===== src/rtl/iodiv_pkg.sv =====
// Shared constants and helpers for the divided-clock / SERDES strobe generator.
package iodiv_pkg;

  localparam int unsigned MAX_DIVIDE_LIMIT = 16;
  localparam int unsigned MAX_CH_LIMIT     = 8;

  // Ceiling log2, usable in parameter expressions.
  function automatic int unsigned iodiv_clog2(input int unsigned value);
    int unsigned r;
    r = 0;
    while ((64'd1 << r) < 64'(value)) r++;
    return r;
  endfunction

  // Width wide enough for any legal divide ratio or phase.
  localparam int unsigned LIM_W = iodiv_clog2(MAX_DIVIDE_LIMIT + 1);

  // A divide/phase pair is legal when 1 <= divide <= max_divide and phase < divide.
  function automatic logic cfg_legal(input logic [LIM_W-1:0] divide,
                                     input logic [LIM_W-1:0] phase,
                                     input int unsigned      max_divide);
    return (divide != '0) && (32'(divide) <= max_divide) && (phase < divide);
  endfunction

endpackage


===== src/rtl/iodiv_strobe_gen_if.sv =====
// Configuration valid/ready port of the divided-clock / strobe generator.
interface iodiv_strobe_gen_if
  import iodiv_pkg::*;
#(
  parameter int unsigned NUM_CH = 2,
  parameter int unsigned CNT_W  = iodiv_clog2(8 + 1)
);
  logic                      cfg_valid;
  logic                      cfg_ready;
  logic [CNT_W-1:0]          cfg_divide;
  logic [NUM_CH*CNT_W-1:0]   cfg_phase;
  logic                      cfg_err;

  modport master (output cfg_valid, output cfg_divide, output cfg_phase,
                  input  cfg_ready, input  cfg_err);
  modport slave  (input  cfg_valid, input  cfg_divide, input  cfg_phase,
                  output cfg_ready, output cfg_err);
endinterface


===== src/rtl/iodiv_phase_ch.sv =====
// One output channel: local count = (cnt + phase) mod divide, registered
// divided clock (high for the first ceil(divide/2) counts) and end-of-frame strobe.
module iodiv_phase_ch
  import iodiv_pkg::*;
#(
  parameter int unsigned CNT_W = 4
) (
  input  logic             clk,
  input  logic             resetb,
  input  logic [CNT_W-1:0] cnt,
  input  logic [CNT_W-1:0] divide,
  input  logic [CNT_W-1:0] phase,
  output logic             div_clk,
  output logic             strobe
);
  logic [CNT_W:0] sum, lc, div_x, half;
  logic           div_clk_d, div_clk_q, strobe_d, strobe_q;

  // Local count and next output values from the current frame position.
  always_comb begin
    sum       = {1'b0, cnt} + {1'b0, phase};
    div_x     = {1'b0, divide};
    lc        = (sum >= div_x) ? (sum - div_x) : sum;
    half      = (div_x + (CNT_W+1)'(1)) >> 1;
    div_clk_d = (lc < half);
    strobe_d  = (lc == (div_x - (CNT_W+1)'(1)));
  end

  // Output registers.
  always_ff @(posedge clk or negedge resetb) begin
    if (!resetb) begin
      div_clk_q <= 1'b0;
      strobe_q  <= 1'b0;
    end else begin
      div_clk_q <= div_clk_d;
      strobe_q  <= strobe_d;
    end
  end

  assign div_clk = div_clk_q;
  assign strobe  = strobe_q;
endmodule


===== src/rtl/iodiv_strobe_gen.sv =====
// Multi-channel divided-clock / SERDES strobe generator with run-time
// divide/phase configuration applied only at frame boundaries or on sync.
// Optional feature macro: IODIV_FRAME_CNT_EN adds a 16-bit frame counter output.
module iodiv_strobe_gen
  import iodiv_pkg::*;
#(
  parameter  int unsigned MAX_DIVIDE   = 8,
  parameter  int unsigned NUM_CH       = 2,
  parameter  int unsigned RESET_DIVIDE = 4,
  localparam int unsigned CNT_W        = iodiv_clog2(MAX_DIVIDE + 1)
) (
  input  logic               clk,
  input  logic               resetb,
  iodiv_strobe_gen_if.slave  cfg,
  input  logic               sync,
  output logic [NUM_CH-1:0]  div_clk,
  output logic [NUM_CH-1:0]  strobe,
  output logic               frame_start,
  output logic [CNT_W-1:0]   active_divide
`ifdef IODIV_FRAME_CNT_EN
  ,
  output logic [15:0]        frame_count
`endif
);
  logic [CNT_W-1:0]        cnt_q, cnt_d, divide_q, divide_d, pend_divide_q, pend_divide_d;
  logic [NUM_CH*CNT_W-1:0] phase_q, phase_d, pend_phase_q, pend_phase_d;
  logic                    pend_valid_q, pend_valid_d, cfg_err_q, cfg_err_d;
  logic                    frame_start_q, frame_start_d;
  logic                    xfer, wrap, apply, legal;

  // Frame counter, config capture/validation and boundary apply.
  always_comb begin
    legal = 1'b1;
    for (int unsigned i = 0; i < NUM_CH; i++)
      legal = legal & cfg_legal(LIM_W'(cfg.cfg_divide),
                                LIM_W'(cfg.cfg_phase[i*CNT_W +: CNT_W]), MAX_DIVIDE);
    xfer          = cfg.cfg_valid && !pend_valid_q;
    wrap          = (cnt_q >= (divide_q - CNT_W'(1)));
    apply         = pend_valid_q && (wrap || sync);
    cnt_d         = (wrap || sync) ? '0 : (cnt_q + CNT_W'(1));
    frame_start_d = (cnt_q == '0);
    divide_d      = divide_q;
    phase_d       = phase_q;
    pend_valid_d  = pend_valid_q;
    pend_divide_d = pend_divide_q;
    pend_phase_d  = pend_phase_q;
    cfg_err_d     = 1'b0;
    if (apply) begin
      divide_d     = pend_divide_q;
      phase_d      = pend_phase_q;
      pend_valid_d = 1'b0;
    end
    // xfer implies no pending config, so it never collides with apply.
    if (xfer) begin
      if (legal) begin
        pend_valid_d  = 1'b1;
        pend_divide_d = cfg.cfg_divide;
        pend_phase_d  = cfg.cfg_phase;
      end else begin
        cfg_err_d = 1'b1;
      end
    end
  end

  // State registers.
  always_ff @(posedge clk or negedge resetb) begin
    if (!resetb) begin
      cnt_q         <= '0;
      divide_q      <= CNT_W'(RESET_DIVIDE);
      phase_q       <= '0;
      pend_valid_q  <= 1'b0;
      pend_divide_q <= '0;
      pend_phase_q  <= '0;
      cfg_err_q     <= 1'b0;
      frame_start_q <= 1'b0;
    end else begin
      cnt_q         <= cnt_d;
      divide_q      <= divide_d;
      phase_q       <= phase_d;
      pend_valid_q  <= pend_valid_d;
      pend_divide_q <= pend_divide_d;
      pend_phase_q  <= pend_phase_d;
      cfg_err_q     <= cfg_err_d;
      frame_start_q <= frame_start_d;
    end
  end

  for (genvar g = 0; g < NUM_CH; g++) begin : g_ch
    iodiv_phase_ch #(.CNT_W(CNT_W)) u_ch (
      .clk     (clk),
      .resetb  (resetb),
      .cnt     (cnt_q),
      .divide  (divide_q),
      .phase   (phase_q[g*CNT_W +: CNT_W]),
      .div_clk (div_clk[g]),
      .strobe  (strobe[g])
    );
  end

  assign cfg.cfg_ready = !pend_valid_q;
  assign cfg.cfg_err   = cfg_err_q;
  assign frame_start   = frame_start_q;
  assign active_divide = divide_q;

`ifdef IODIV_FRAME_CNT_EN
  logic [15:0] frame_count_q, frame_count_d;

  // Counts frame_start pulses in step with the registered pulse; sync clears.
  always_comb begin
    frame_count_d = sync ? '0 : (frame_count_q + 16'(frame_start_d));
  end

  // Frame counter register.
  always_ff @(posedge clk or negedge resetb) begin
    if (!resetb) frame_count_q <= '0;
    else         frame_count_q <= frame_count_d;
  end

  assign frame_count = frame_count_q;
`endif
endmodule


===== src/flat_wrapper.sv =====
// flat-port wrapper written by rule: the top's interface ports become plain ports
module iodiv_strobe_gen_flat import iodiv_pkg::*;
#(
  parameter  int unsigned MAX_DIVIDE   = 8,
  parameter  int unsigned NUM_CH       = 2,
  parameter  int unsigned RESET_DIVIDE = 4,
  localparam int unsigned CNT_W        = iodiv_clog2(MAX_DIVIDE + 1)
)
  (clk, resetb, sync, div_clk, strobe, frame_start, active_divide, cfg_cfg_valid, cfg_cfg_divide, cfg_cfg_phase, cfg_cfg_ready, cfg_cfg_err);
  iodiv_strobe_gen_if #(.NUM_CH(NUM_CH), .CNT_W(4)) cfg_i ();
  input  logic clk;
  input  logic resetb;
  input  logic sync;
  output logic [NUM_CH-1:0] div_clk;
  output logic [NUM_CH-1:0] strobe;
  output logic frame_start;
  output logic [CNT_W-1:0] active_divide;
  input wire logic [$bits(cfg_i.cfg_valid)-1:0] cfg_cfg_valid;
  input wire logic [$bits(cfg_i.cfg_divide)-1:0] cfg_cfg_divide;
  input wire logic [$bits(cfg_i.cfg_phase)-1:0] cfg_cfg_phase;
  output wire logic [$bits(cfg_i.cfg_ready)-1:0] cfg_cfg_ready;
  output wire logic [$bits(cfg_i.cfg_err)-1:0] cfg_cfg_err;
  assign cfg_i.cfg_valid = cfg_cfg_valid;
  assign cfg_i.cfg_divide = cfg_cfg_divide;
  assign cfg_i.cfg_phase = cfg_cfg_phase;
  assign cfg_cfg_ready = cfg_i.cfg_ready;
  assign cfg_cfg_err = cfg_i.cfg_err;
  iodiv_strobe_gen #(.MAX_DIVIDE(MAX_DIVIDE), .NUM_CH(NUM_CH), .RESET_DIVIDE(RESET_DIVIDE)) u_core (.clk(clk), .resetb(resetb), .cfg(cfg_i), .sync(sync), .div_clk(div_clk), .strobe(strobe), .frame_start(frame_start), .active_divide(active_divide));
endmodule

===== config.mk =====
export PLATFORM = sky130hd
export DESIGN_NAME = iodiv_strobe_gen_flat
export DESIGN_NICKNAME = d
export VERILOG_FILES = /design/src/rtl/iodiv_pkg.sv /design/src/rtl/iodiv_strobe_gen_if.sv /design/src/rtl/iodiv_phase_ch.sv /design/src/rtl/iodiv_strobe_gen.sv /design/src/flat_wrapper.sv
export SDC_FILE = /design/constraint.sdc
export NUM_CORES = 1
export LEC_CHECK = 0
export BUFFER_PORTS_ARGS = -buffer_cell sky130_fd_sc_hd__buf_4
export CAP_MARGIN = 10
export CORE_MARGIN = 2
export CORE_UTILIZATION = 49
export CTS_CLUSTER_DIAMETER = 200
export DETAILED_ROUTE_END_ITERATION = 10
export PLACE_DENSITY = 0.68
export SLEW_MARGIN = 25
export SYNTH_ARGS = -nofsm -noshare
export SYNTH_HDL_FRONTEND = slang
export SYNTH_HIERARCHICAL = 1
export SYNTH_SLANG_ARGS = --single-unit

===== constraint.sdc =====
create_clock -name clk -period 4.9 [get_ports clk]
set_input_delay 0.49 -clock clk [delete_from_list [all_inputs] [get_ports clk]]
set_output_delay 0.49 -clock clk [all_outputs]
set_load 0.05 [all_outputs]

## Word level (Yosys, flattened, before mapping)

Index checks and enable logic that the tools add are counted.

- Word-level logic and storage cells: 49
- Output and inout port bits: 11
- Flip-flop bits (word level): 35
- Bits of input ports: 16

- Add/sub/neg operators: 8
- Magnitude comparators: 8
- Bitwise logic cells: 1
- Reductions and logical operators: 10
- Multiplexer cells: 8
- Equality and inequality tests: 2

Operator list:

| kind | count |
|---|---|
| $add 4x4->5 | 2 |
| $eq 5x5->1 | 2 |
| $ge 5x4->1 | 2 |
| $lt 5x4->1 | 2 |
| $mux 5 | 2 |
| $sub 5x4->5 | 2 |
| $lt 4x4->1 | 2 |
| $add 4x1->5 const B | 1 |
| $logic_and 1x1->1 | 5 |
| $mux 1 | 5 |
| $sub 4x1->5 const B | 1 |
| $add 4x1->4 const B | 1 |
| $ge 4x4->1 | 1 |
| $le 4x4->1 const B | 1 |
| $logic_not 4->1 | 1 |
| $mux 4 | 1 |
| $reduce_bool 4->1 | 1 |
| $sub 4x1->4 const B | 1 |
| $reduce_and 2->1 | 1 |
| $and 1x1->1 | 1 |
| $logic_not 1->1 | 1 |
| $logic_or 1x1->1 | 1 |

## Longest topological paths before layout

Gate-level depths: netlist (run 1).

- Depth after elaboration: 7
- Gate-level depth with buffers: 14

## Cells and area by module

Netlist (run 1), hierarchy kept.

By module, submodules not included:

| module | cells an instance | area an instance (um^2) | instances |
|---|---|---|---|
| iodiv_strobe_gen | 112 | 1,517.7 | 1 |
| iodiv_phase_ch (u_core.g_ch[1].u_ch) | 71 | 639.4 | 1 |
| iodiv_phase_ch (u_core.g_ch[0].u_ch) | 74 | 638.1 | 1 |

## Least setup slack after synthesis (run 1)

OpenSTA, ideal clock, no wires.

- Kind: register to register
- From: reg u_core.cnt_q[1]
- To: reg u_core.g_ch[1].u_ch.div_clk_q
- Path slack: 1.344 ns
- Data arrival time: 3.467 ns
- Data required time: 4.812 ns
- Setup time: 0.088 ns
- Buffers on the path: 0
- Cell stages (with the launch flop): 14
- Path through: dfrtp_1 > ha_1 > a21o_1 > a21oi_1 > xnor2_1 > ha_1 > a41o_1 > a211o_1 > nor2_4 > mux2_4 > ha_1 > a21o_1 > a211o_1 > a41oi_1

- Longest elaborated chain between the ends: 4
- Elaborated cells between the ends (all ways): 5
- Those cells by class: add/sub: 2; order compare: 2; mux: 1

RTL lines:

| what | line | text |
|---|---|---|
| from (decl) | iodiv_strobe_gen.sv:25 | `logic [CNT_W-1:0] cnt_q, cnt_d, divide_q, divide_d, pend_divide_q, pend_divide_d;` |
| from (signal assigned) | iodiv_strobe_gen.sv:77 | `cnt_q <= cnt_d;` |
| $add 4x4->5 (*) | iodiv_phase_ch.sv:21 | `sum = {1'b0, cnt} + {1'b0, phase};` |
| $sub 5x4->5 or $ge 5x4->1 (tied branches) | iodiv_phase_ch.sv:23 | `lc = (sum >= div_x) ? (sum - div_x) : sum;` |
| $mux 5 (*) | iodiv_phase_ch.sv:23 |  |
| $lt 5x4->1 (*) | iodiv_phase_ch.sv:25 | `div_clk_d = (lc < half);` |
| named net u_core.g_ch[1].u_ch.div_clk_d | iodiv_phase_ch.sv:17 | `logic div_clk_d, div_clk_q, strobe_d, strobe_q;` |
| to (signal assigned) | iodiv_phase_ch.sv:35 | `div_clk_q <= div_clk_d;` |
| to (decl) | iodiv_phase_ch.sv:17 |  |

The timed path passes the listed nets; every way through them passes the cells marked *.
A chain may end at the register's enable or synchronous reset.

## Worst setup path after layout (run 1)

Same ends and word-level chain as after synthesis.

==> impl_metrics.py, run 1 <==
metrics = {
    "logic_synthesis": {
        "yosysMostFrequentCell": "ha_1",
        "synth_edf_count": 0,
        "synthTopCellsByCount": "ha_1, dfrtp_1, inv_1, xnor2_1, mux2_2",
        "syn_nets": 316,
        "yosysTopAreaCell": "dfrtp_1",
        "synthFlopType": "dfrtp_1",
        "synth_cells": 257,
        "yosysSeqAreaShare_pct": 31.4,
        "synth.top_cell.area_share_pct": 30.4,
        "yosys_warnings": 6,
        "synth_area_leaders": "dfrtp_1, ha_1, xnor2_1",
        "synth_area_per_cell_um2": 10.9,
        "syn_area_um2": 2800,
        "async_flop_share_pct": 100,
        "ys_ff_latch": 35,
        "ys_types": 47,
    },
    "setup_path": {
        "crit_top_cell": "ha_1",
        "worst-path-buf-inv": 0,
        "r2r-end": "u_core/g_ch[1].u_ch/div_clk",
        "worstPathCellList": "ha_1, a21o_1, a21oi_1, xnor2_1, ha_1, a41o_1, a211o_1, nor2_4, mux2_4, ha_1, a21o_1, a211o_1, a41oi_1",
        "crit_slowest_cell": "dfrtp_1",
        "ff2ff_path_depth": 13,
        "r2r_start": "u_core/cnt_q[1]",
        "crit_required_ns": 5.11,
        "regToRegSetupSlack_ns": 1.14,
        "crit_fanout": 8,
        "slowest_delay_ns": 0.49,
        "start_kind": "register",
        "endpoint_kind": "register",
        "crit_family": "compound AO/OA/AOI/OAI gates",
        "cp.arrival_ns": 3.98,
        "worstSetupPathType": "register to register",
    },
    "route": {
        "drc_errors": 0,
        "wl_met2_mm": 2.48,
        "drt-met1-wl_mm": 2.62,
        "wl_met3_um": 221,
        "ant_nets": 0,
        "via_per_inst": 5.53,
        "firstDrtPassIters": 4,
        "routed.top_layer": "met4",
        "vias": 1985,
        "routed_wl_mm": 5.38,
        "wl_per_cell_um": 15.0,
        "drtIter0Drc": 84,
    },
    "floorplanning": {
        "num_rows": 27,
        "io_pins": 27,
        "die_x_um": 79.5,
        "die_y_um": 79.5,
        "dieArea_um2": 6320,
        "core_um2": 5510,
        "initial_core_util_pct": 50.8,
    },
    "place": {
        "gp_congestion": 0.880,
        "dp_slack_ns": 1.15,
        "port_buffers": 26,
        "placed_area_um2": 3050,
        "dp_hpwl_mm": 4.13,
    },
    "clock_network": {
        "tritoncts": "yes",
        "root_buffer": "clkbuf_8",
        "h-tree-depth": 2,
        "clkTransAtPathRegs_ns": 0.07,
        "cts_sinks": 35,
        "cts_hold_buffers": 0,
        "clock_path_buffers": 2,
        "post_cts_buffers": 0,
        "numCtsBuffers": 5,
        "ctsResizeCount": 0,
        "clk_latency_ns": 0.29,
    },
    "cells_and_area": {
        "drive_gt1_share_pct": 24.4,
        "antenna_cells": 0,
        "syn_to_final_growth_pct": 13.0,
        "nNetsFinal": 345,
        "fill_cells": 483,
        "final_area_um2": 3160,
        "multi_input_comb_area_um2": 1810,
        "area.sequential_um2": 877,
    },
    "global_routing": {
        "grt_first_pass_wirelength_mm": 9.36,
        "antenna_found_initial": 0,
        "grt_pass1_vias": 1934,
        "grt_max_degree": 36,
        "grt_use_total_pct": 19.1,
        "grt_overflow": 0,
    },
    "timing": {
        "slew-limit-headroom_pct": 48.6,
        "slew_violations": 0,
        "fin_crit_ns": 3.76,
        "clock_skew_ns": 0.00840,
        "period_share_pct": 76.8,
        "holdWs_ns": 0.130,
        "setup_viol": 0,
        "worstMarginPinSlew_ns": 0.769,
        "worst_slack_ns": 1.14,
        "rsz0062_at_grt": "false",
        "fmax_mhz": 266,
        "tns_ns": 0,
        "hold_viol": 0,
    },
    "run": {
        "max_cap_viol_count": 0,
    },
    "worst_hold_path": {
        "hp-class": "primary input to async pin",
    },
    "outcome": {
        "status": "complete, no violations",
    },
}
==> worst max path at each step <==
stage                          startpoint                          end  slack, ns  cells past startpoint
final                     u_core/cnt_q[1]  u_core/g_ch[1].u_ch/div_clk       1.14                     13
after global routing      u_core/cnt_q[1]  u_core/g_ch[1].u_ch/div_clk       0.89                     13
after CTS                 u_core/cnt_q[1]  u_core/g_ch[1].u_ch/div_clk       1.14                     13
after detailed placement  u_core/cnt_q[1]  u_core/g_ch[1].u_ch/div_clk       1.15                     13
after global placement    u_core/cnt_q[1]  u_core/g_ch[1].u_ch/div_clk       1.22                     13
after floorplan           u_core/cnt_q[1]  u_core/g_ch[1].u_ch/div_clk       1.34                     13
==> metrics by stage <==
step / cells / util, %
after CTS: 359 / 57.4
final: 359 / 57.4
after detailed placement: 351 / 55.4
after global placement: 351 / 55.4
after global routing: 359 / 57.4
after floorplan: 257 / -
==> metal layers <==
metal  GRT usage (%)  up-vias
met3            4.75        7
met2            30.9       44
met1            25.5      951
li1                -      983
met5               0        -
met4            5.17        0
==> cell families after synthesis <==
kind of cell | count (synthesis) | synth area share [%]
compound gates | 50 | 13.4
xor+xnor | 29 | 9.09
fa+ha+maj | 43 | 20.3
buf+inv | 25 | 3.98
flops | 35 | 31.4
mux | 27 | 12.1
simple gates | 48 | 9.71
==> cells in the final DEF (no fill, tap or decap), drive strengths merged, types with 3 or more instances in the layout <==
cell     n
xnor2   21
buf     26
nor2    11
o21ai    7
nand2    5
a211oi   4
nor3     6
a211o    3
inv     21
fa       4
ha      39
o211ai   4
nand3   12
a21o     8
xor2     8
clkbuf   6
dfrtp   34
a21oi    8
nand2b   5
mux2    25
==> flip-flops by register name (all words and copies together), names as in the netlist <==
signal	count
u_core/pend_phase_q	8
u_core/phase_q	8
u_core/active_divide	4
u_core/cnt_q	4
u_core/pend_divide_q	4
u_core/g_ch.u_ch/div_clk	2
u_core/g_ch.u_ch/strobe	2
u_core/cfg.cfg_err	1
u_core/frame_start	1
u_core/pend_valid_q	1
==> layout make-up <==
cell class | instances | share of cell area, %
Timing Repair Buffer | 26 | 6.18
Clock inverter | 2 | 1.19
Sequential cell | 35 | 27.8
Inverter | 21 | 2.50
Clock buffer | 6 | 2.30
Tap cell | 72 | 2.85
Multi-Input combinational cell | 197 | 57.2
Power of run 1 is left out: the tool's default activity adds up to more than one toggle a clock period on the data nets, which glitch-free logic cannot reach.
==> run 2, diff against run 1 <==
--- a/config.mk
+++ b/config.mk
@@ -11,7 +11,7 @@
 export CORE_UTILIZATION = 49
 export CTS_CLUSTER_DIAMETER = 200
 export DETAILED_ROUTE_END_ITERATION = 10
-export PLACE_DENSITY = 0.68
+export PLACE_DENSITY = 0.71
 export SLEW_MARGIN = 25
 export SYNTH_ARGS = -nofsm -noshare
 export SYNTH_HDL_FRONTEND = slang
==> constraint.sdc (replaced) <==
create_clock -name clk -period 3.3 [get_ports clk]
set_input_delay 0.33 -clock clk [delete_from_list [all_inputs] [get_ports clk]]
set_output_delay 0.33 -clock clk [all_outputs]
set_load 0.05 [all_outputs]
==> run 2 against run 1 <==
Net effect:
- register-to-register slack lost 1.1 ns
- cell count grew 7.2%
- hold slack gained 0.16 ns
- critical path type unchanged
- critical path depth grew 2
- first-iteration DRC count shrank 15%
- clock skew grew 0.0020 ns
- core utilization grew 6.3 points
==> impl_metrics.py, run 2 (synthesized netlist as in run 1, its figures left out) <==
metrics = {
    "outcome": {
        "status": "complete, no violations",
    },
    "timing": {
        "fmax_mhz": 303,
        "holdWs_ns": 0.287,
        "rsz0062_at_grt": "true",
        "period_share_pct": 99.9,
        "slew_violations": 0,
        "slew-limit-headroom_pct": 50.4,
        "setup_viol": 0,
        "hold_viol": 0,
        "clock_skew_ns": 0.0104,
        "worstMarginPinSlew_ns": 0.742,
        "fin_crit_ns": 3.30,
    },
    "cells_and_area": {
        "reg_top3": "u_core/pend_phase_q: 8 flops, u_core/phase_q: 8 flops",
        "drive_gt1_share_pct": 38.3,
        "syn_to_final_growth_pct": 25.5,
        "final_core_util_pct": 63.7,
        "final_cell_mix": "buf_4, dfrtp_1, ha_1, inv_1, xnor2_1",
        "fill_cells": 444,
        "final_common_cell": "buf_4",
        "antenna_cells": 0,
        "nNetsFinal": 372,
    },
    "floorplanning": {
        "die_x_um": 79.5,
        "core_um2": 5510,
        "dieArea_um2": 6320,
        "initial_core_util_pct": 50.8,
        "die_y_um": 79.5,
        "num_rows": 27,
        "io_pins": 27,
    },
    "setup_path": {
        "worstSetupPathType": "register to register",
        "start_kind": "register",
        "worstPathCellList": "ha_1, a21o_1, a21oi_2, xnor2_2, ha_1, a41o_1, a211o_1, nor2_4, buf_4, mux2i_2, ha_2, a21o_1, a21oi_2, nand3_1, a41oi_2",
        "crit_required_ns": 3.50,
        "crit_slowest_cell": "dfrtp_2",
        "slowest_delay_ns": 0.46,
        "endpoint_kind": "register",
        "cp.arrival_ns": 3.50,
        "crit_fanout": 6,
    },
    "worst_hold_path": {
        "hp-class": "primary input to register",
    },
    "route": {
        "via_per_inst": 5.29,
        "drtIter0Drc": 71,
        "drc_errors": 0,
        "routed_wl_mm": 5.62,
        "wl_per_cell_um": 14.6,
        "firstDrtPassIters": 4,
        "ant_nets": 0,
        "vias": 2037,
    },
    "place": {
        "port_buffers": 26,
        "dp_hpwl_mm": 4.45,
        "gp_congestion": 0.943,
    },
    "clock_network": {
        "root_buffer": "clkbuf_8",
        "tritoncts": "yes",
        "clock_path_buffers": 2,
        "cts_sinks": 35,
        "h-tree-depth": 2,
        "clk_latency_ns": 0.28,
        "clkTransAtPathRegs_ns": 0.08,
        "numCtsBuffers": 5,
    },
    "global_routing": {
        "grt_pass1_vias": 2151,
        "grt_overflow": 0,
        "grt_max_degree": 36,
        "grt_first_pass_wirelength_mm": 9.74,
        "grt_use_total_pct": 19.6,
        "antenna_found_initial": 0,
    },
    "run": {
        "max_cap_viol_count": 0,
    },
}
## run 2: cell count changes in the layout (fill, tap and decap cells not counted), sizes merged
cell / change
buf: +26
clkbuf: -1
dlygate4sd3: +1
## run 2: through the flow
step	std cells	TNS, ns	area, um^2	setup WS [ns]
floorplan	257	0	2830	0.0114
global placement	372	0	3240	0.0268
detailed placement	372	-0.0371	3240	-0.0371
CTS	383	0	3400	0.00439
global route	385	-0.348	3510	-0.179
finish	385	0	3510	0.00296
## run 2: metal layers
metal	vias up	track usage (%)	share of wire (%)
met3	6	3.28	3.5
li1	1037	-	-
met4	0	4.14	0.73
met5	-	0	0
met1	960	25.6	46
met2	34	33.9	49
## run 2: repair_timing
action	in CTS	in global routing
endpoints found under the hold margin	3	0
hold buffers	1	0
setup buffers	3	2
resized for setup	5	14
setup endpoints to repair	2	3
pin swaps	12	10
## run 2: worst max-delay path, delay by kind of cell, from the launching register on
family,cells,cell delay [ns]
mux,1,0.08
compound gates,7,1.40
buf+inv,1,0.13
xor+xnor,1,0.14
flops,1,0.46
fa+ha+maj,3,0.78
simple gates,2,0.21
## run 2: worst paths after layout
kind / start / depth (start not counted) / slack [ns] / to
setup / recovery: u_core/cnt_q[1] / 15 / 0.003 / u_core/g_ch[0].u_ch/div_clk
hold / removal: cfg_cfg_phase[0] / 2 / 0.29 / u_core/pend_phase_q[0]
setup reg to reg: u_core/cnt_q[1] / 15 / 0.003 / u_core/g_ch[0].u_ch/div_clk
hold reg to reg: u_core/pend_divide_q[3] / 1 / 0.51 / u_core/active_divide[3]
max in group asynchronous: resetb / 2 / 2.43 / u_core/active_divide[2]
min in group asynchronous: resetb / 2 / 0.53 / u_core/frame_start
## run 2: cell type report
type	count	area, um^2	area share, %
Sequential cell	35	878	25.0
Multi-Input combinational cell	197	1950	55.7
Clock inverter	2	37.5	1.07
Clock buffer	5	68.8	1.96
Tap cell	72	90.1	2.57
Timing Repair Buffer	53	400	11.4
Inverter	21	78.8	2.25
Power of run 2 is left out for the same reason.
==> run 3, diff against run 2 <==
==> constraint.sdc (replaced) <==
create_clock -name clk -period 3.3 [get_ports clk]
set_input_delay 0.495 -clock clk [delete_from_list [all_inputs] [get_ports clk]]
set_output_delay 0.495 -clock clk [all_outputs]
set_load 0.05 [all_outputs]
==> run 3 against run 2 <==
Net effect:
- non-clock buffer count shrank 1
- via count is essentially flat
- cell area shrank 0.29%
- register-to-register slack is essentially flat
- critical endpoint unchanged
- worst setup slack gained 0.0015 ns
==> impl_metrics.py, run 3 (synthesized netlist as in run 1, its figures left out) <==
metrics = {
    "route": {
        "routed_wl_mm": 5.60,
        "drt-met1-wl_mm": 2.61,
        "drc_errors": 0,
        "vias": 2039,
        "wl_met2_mm": 2.76,
        "wl_per_cell_um": 14.6,
        "via_per_inst": 5.31,
        "drtIter0Drc": 68,
        "ant_nets": 0,
        "firstDrtPassIters": 4,
        "wl_met3_um": 190,
        "routed.top_layer": "met4",
    },
    "outcome": {
        "status": "complete, no violations",
    },
    "timing": {
        "slew_violations": 0,
        "rsz0062_at_grt": "true",
        "slew-limit-headroom_pct": 50.4,
        "setup_viol": 0,
        "hold_viol": 0,
        "clock_skew_ns": 0.0104,
        "holdWs_ns": 0.145,
        "period_share_pct": 99.9,
        "fin_crit_ns": 3.30,
        "fmax_mhz": 303,
        "worstMarginPinSlew_ns": 0.741,
    },
    "cells_and_area": {
        "fill_cells": 445,
        "antenna_cells": 0,
        "final_cell_mix": "buf_4, dfrtp_1, ha_1, inv_1, xnor2_1",
        "final_core_util_pct": 63.5,
        "area.sequential_um2": 878,
        "drive_gt1_share_pct": 38.5,
        "reg_top3": "u_core/pend_phase_q: 8 flops, u_core/phase_q: 8 flops",
        "nNetsFinal": 371,
        "final_common_cell": "buf_4",
        "multi_input_comb_area_um2": 1950,
        "syn_to_final_growth_pct": 25.1,
    },
    "run": {
        "max_cap_viol_count": 0,
    },
    "floorplanning": {
        "io_pins": 27,
        "core_um2": 5510,
        "die_y_um": 79.5,
        "dieArea_um2": 6320,
        "initial_core_util_pct": 50.8,
        "num_rows": 27,
        "die_x_um": 79.5,
    },
    "clock_network": {
        "cts_sinks": 35,
        "tritoncts": "yes",
        "clk_latency_ns": 0.28,
        "numCtsBuffers": 5,
        "h-tree-depth": 2,
        "clock_path_buffers": 2,
        "root_buffer": "clkbuf_8",
        "clkTransAtPathRegs_ns": 0.08,
    },
    "global_routing": {
        "grt_first_pass_wirelength_mm": 9.74,
        "grt_pass1_vias": 2151,
        "grt_use_total_pct": 19.6,
        "antenna_found_initial": 0,
        "grt_overflow": 0,
        "grt_max_degree": 36,
    },
    "setup_path": {
        "start_kind": "register",
        "worstPathCellList": "ha_1, a21o_1, a21oi_2, xnor2_2, ha_1, a41o_1, a211o_1, nor2_4, buf_4, mux2i_2, ha_2, a21o_1, a21oi_2, nand3_1, a41oi_2",
        "worstSetupPathType": "register to register",
        "cp.arrival_ns": 3.50,
        "crit_fanout": 6,
        "endpoint_kind": "register",
        "crit_slowest_cell": "dfrtp_2",
        "crit_required_ns": 3.50,
        "slowest_delay_ns": 0.46,
    },
    "place": {
        "port_buffers": 26,
        "gp_congestion": 0.943,
        "dp_hpwl_mm": 4.45,
    },
    "worst_hold_path": {
        "hp-class": "primary input to async pin",
    },
}
## run 3: cell count changes in the layout (fill, tap and decap cells not counted), sizes merged
cell         before  now
dlygate4sd3       1    0
## run 3: stage by stage
stage	area, um^2	setup TNS (ns)	setup slack [ns]	std cells
floorplan	2830	0	0.0114	257
global placement	3240	0	0.0268	372
detailed placement	3240	-0.0371	-0.0371	372
CTS	3390	0	0.00439	382
global route	3500	-0.348	-0.179	384
finish	3500	0	0.00441	384
## run 3: timing repair
item | in CTS | in global routing
hold buffers | 0 | 0
gates resized for setup | 5 | 14
setup endpoints to repair | 2 | 3
buffers inserted | 3 | 2
pin swaps | 12 | 10
## run 3: worst paths after layout
path / start / endpoint / slack, ns / depth (start not counted)
worst max-delay path: u_core/cnt_q[1] / u_core/g_ch[0].u_ch/div_clk / 0.004 / 15
worst min-delay path: resetb / u_core/frame_start / 0.14 / 1
worst max register to register: u_core/cnt_q[1] / u_core/g_ch[0].u_ch/div_clk / 0.004 / 15
worst min register to register: u_core/pend_divide_q[3] / u_core/active_divide[3] / 0.51 / 1
max in group asynchronous: resetb / u_core/active_divide[2] / 2.81 / 1
min in group clk: cfg_cfg_phase[0] / u_core/pend_phase_q[0] / 0.45 / 2
## run 3: worst max-delay path, delay by kind of cell (launching register included)
family          cells  cell delay [ns]
compound gates      7             1.40
xor+xnor            1             0.14
fa+ha+maj           3             0.78
buf+inv             1             0.13
flops               1             0.46
mux                 1             0.08
simple gates        2             0.21
## run 3: per-layer routing
| metal | GRT usage (%) | vias up |
|---|---|---|
| li1 | - | 1035 |
| met1 | 25.6 | 966 |
| met2 | 33.9 | 32 |
| met3 | 3.28 | 6 |
| met4 | 4.14 | 0 |
| met5 | 0 | - |
## run 3: layout make-up
cell class              count  area share [%]
clock buffers               5            1.97
clock inverters             2            1.07
inverters                  21            2.25
multi-input cells         197            55.8
flip-flops and latches     35            25.1
well taps                  72            2.58
repair buffers             52            11.2
Power of run 3 is left out for the same reason.
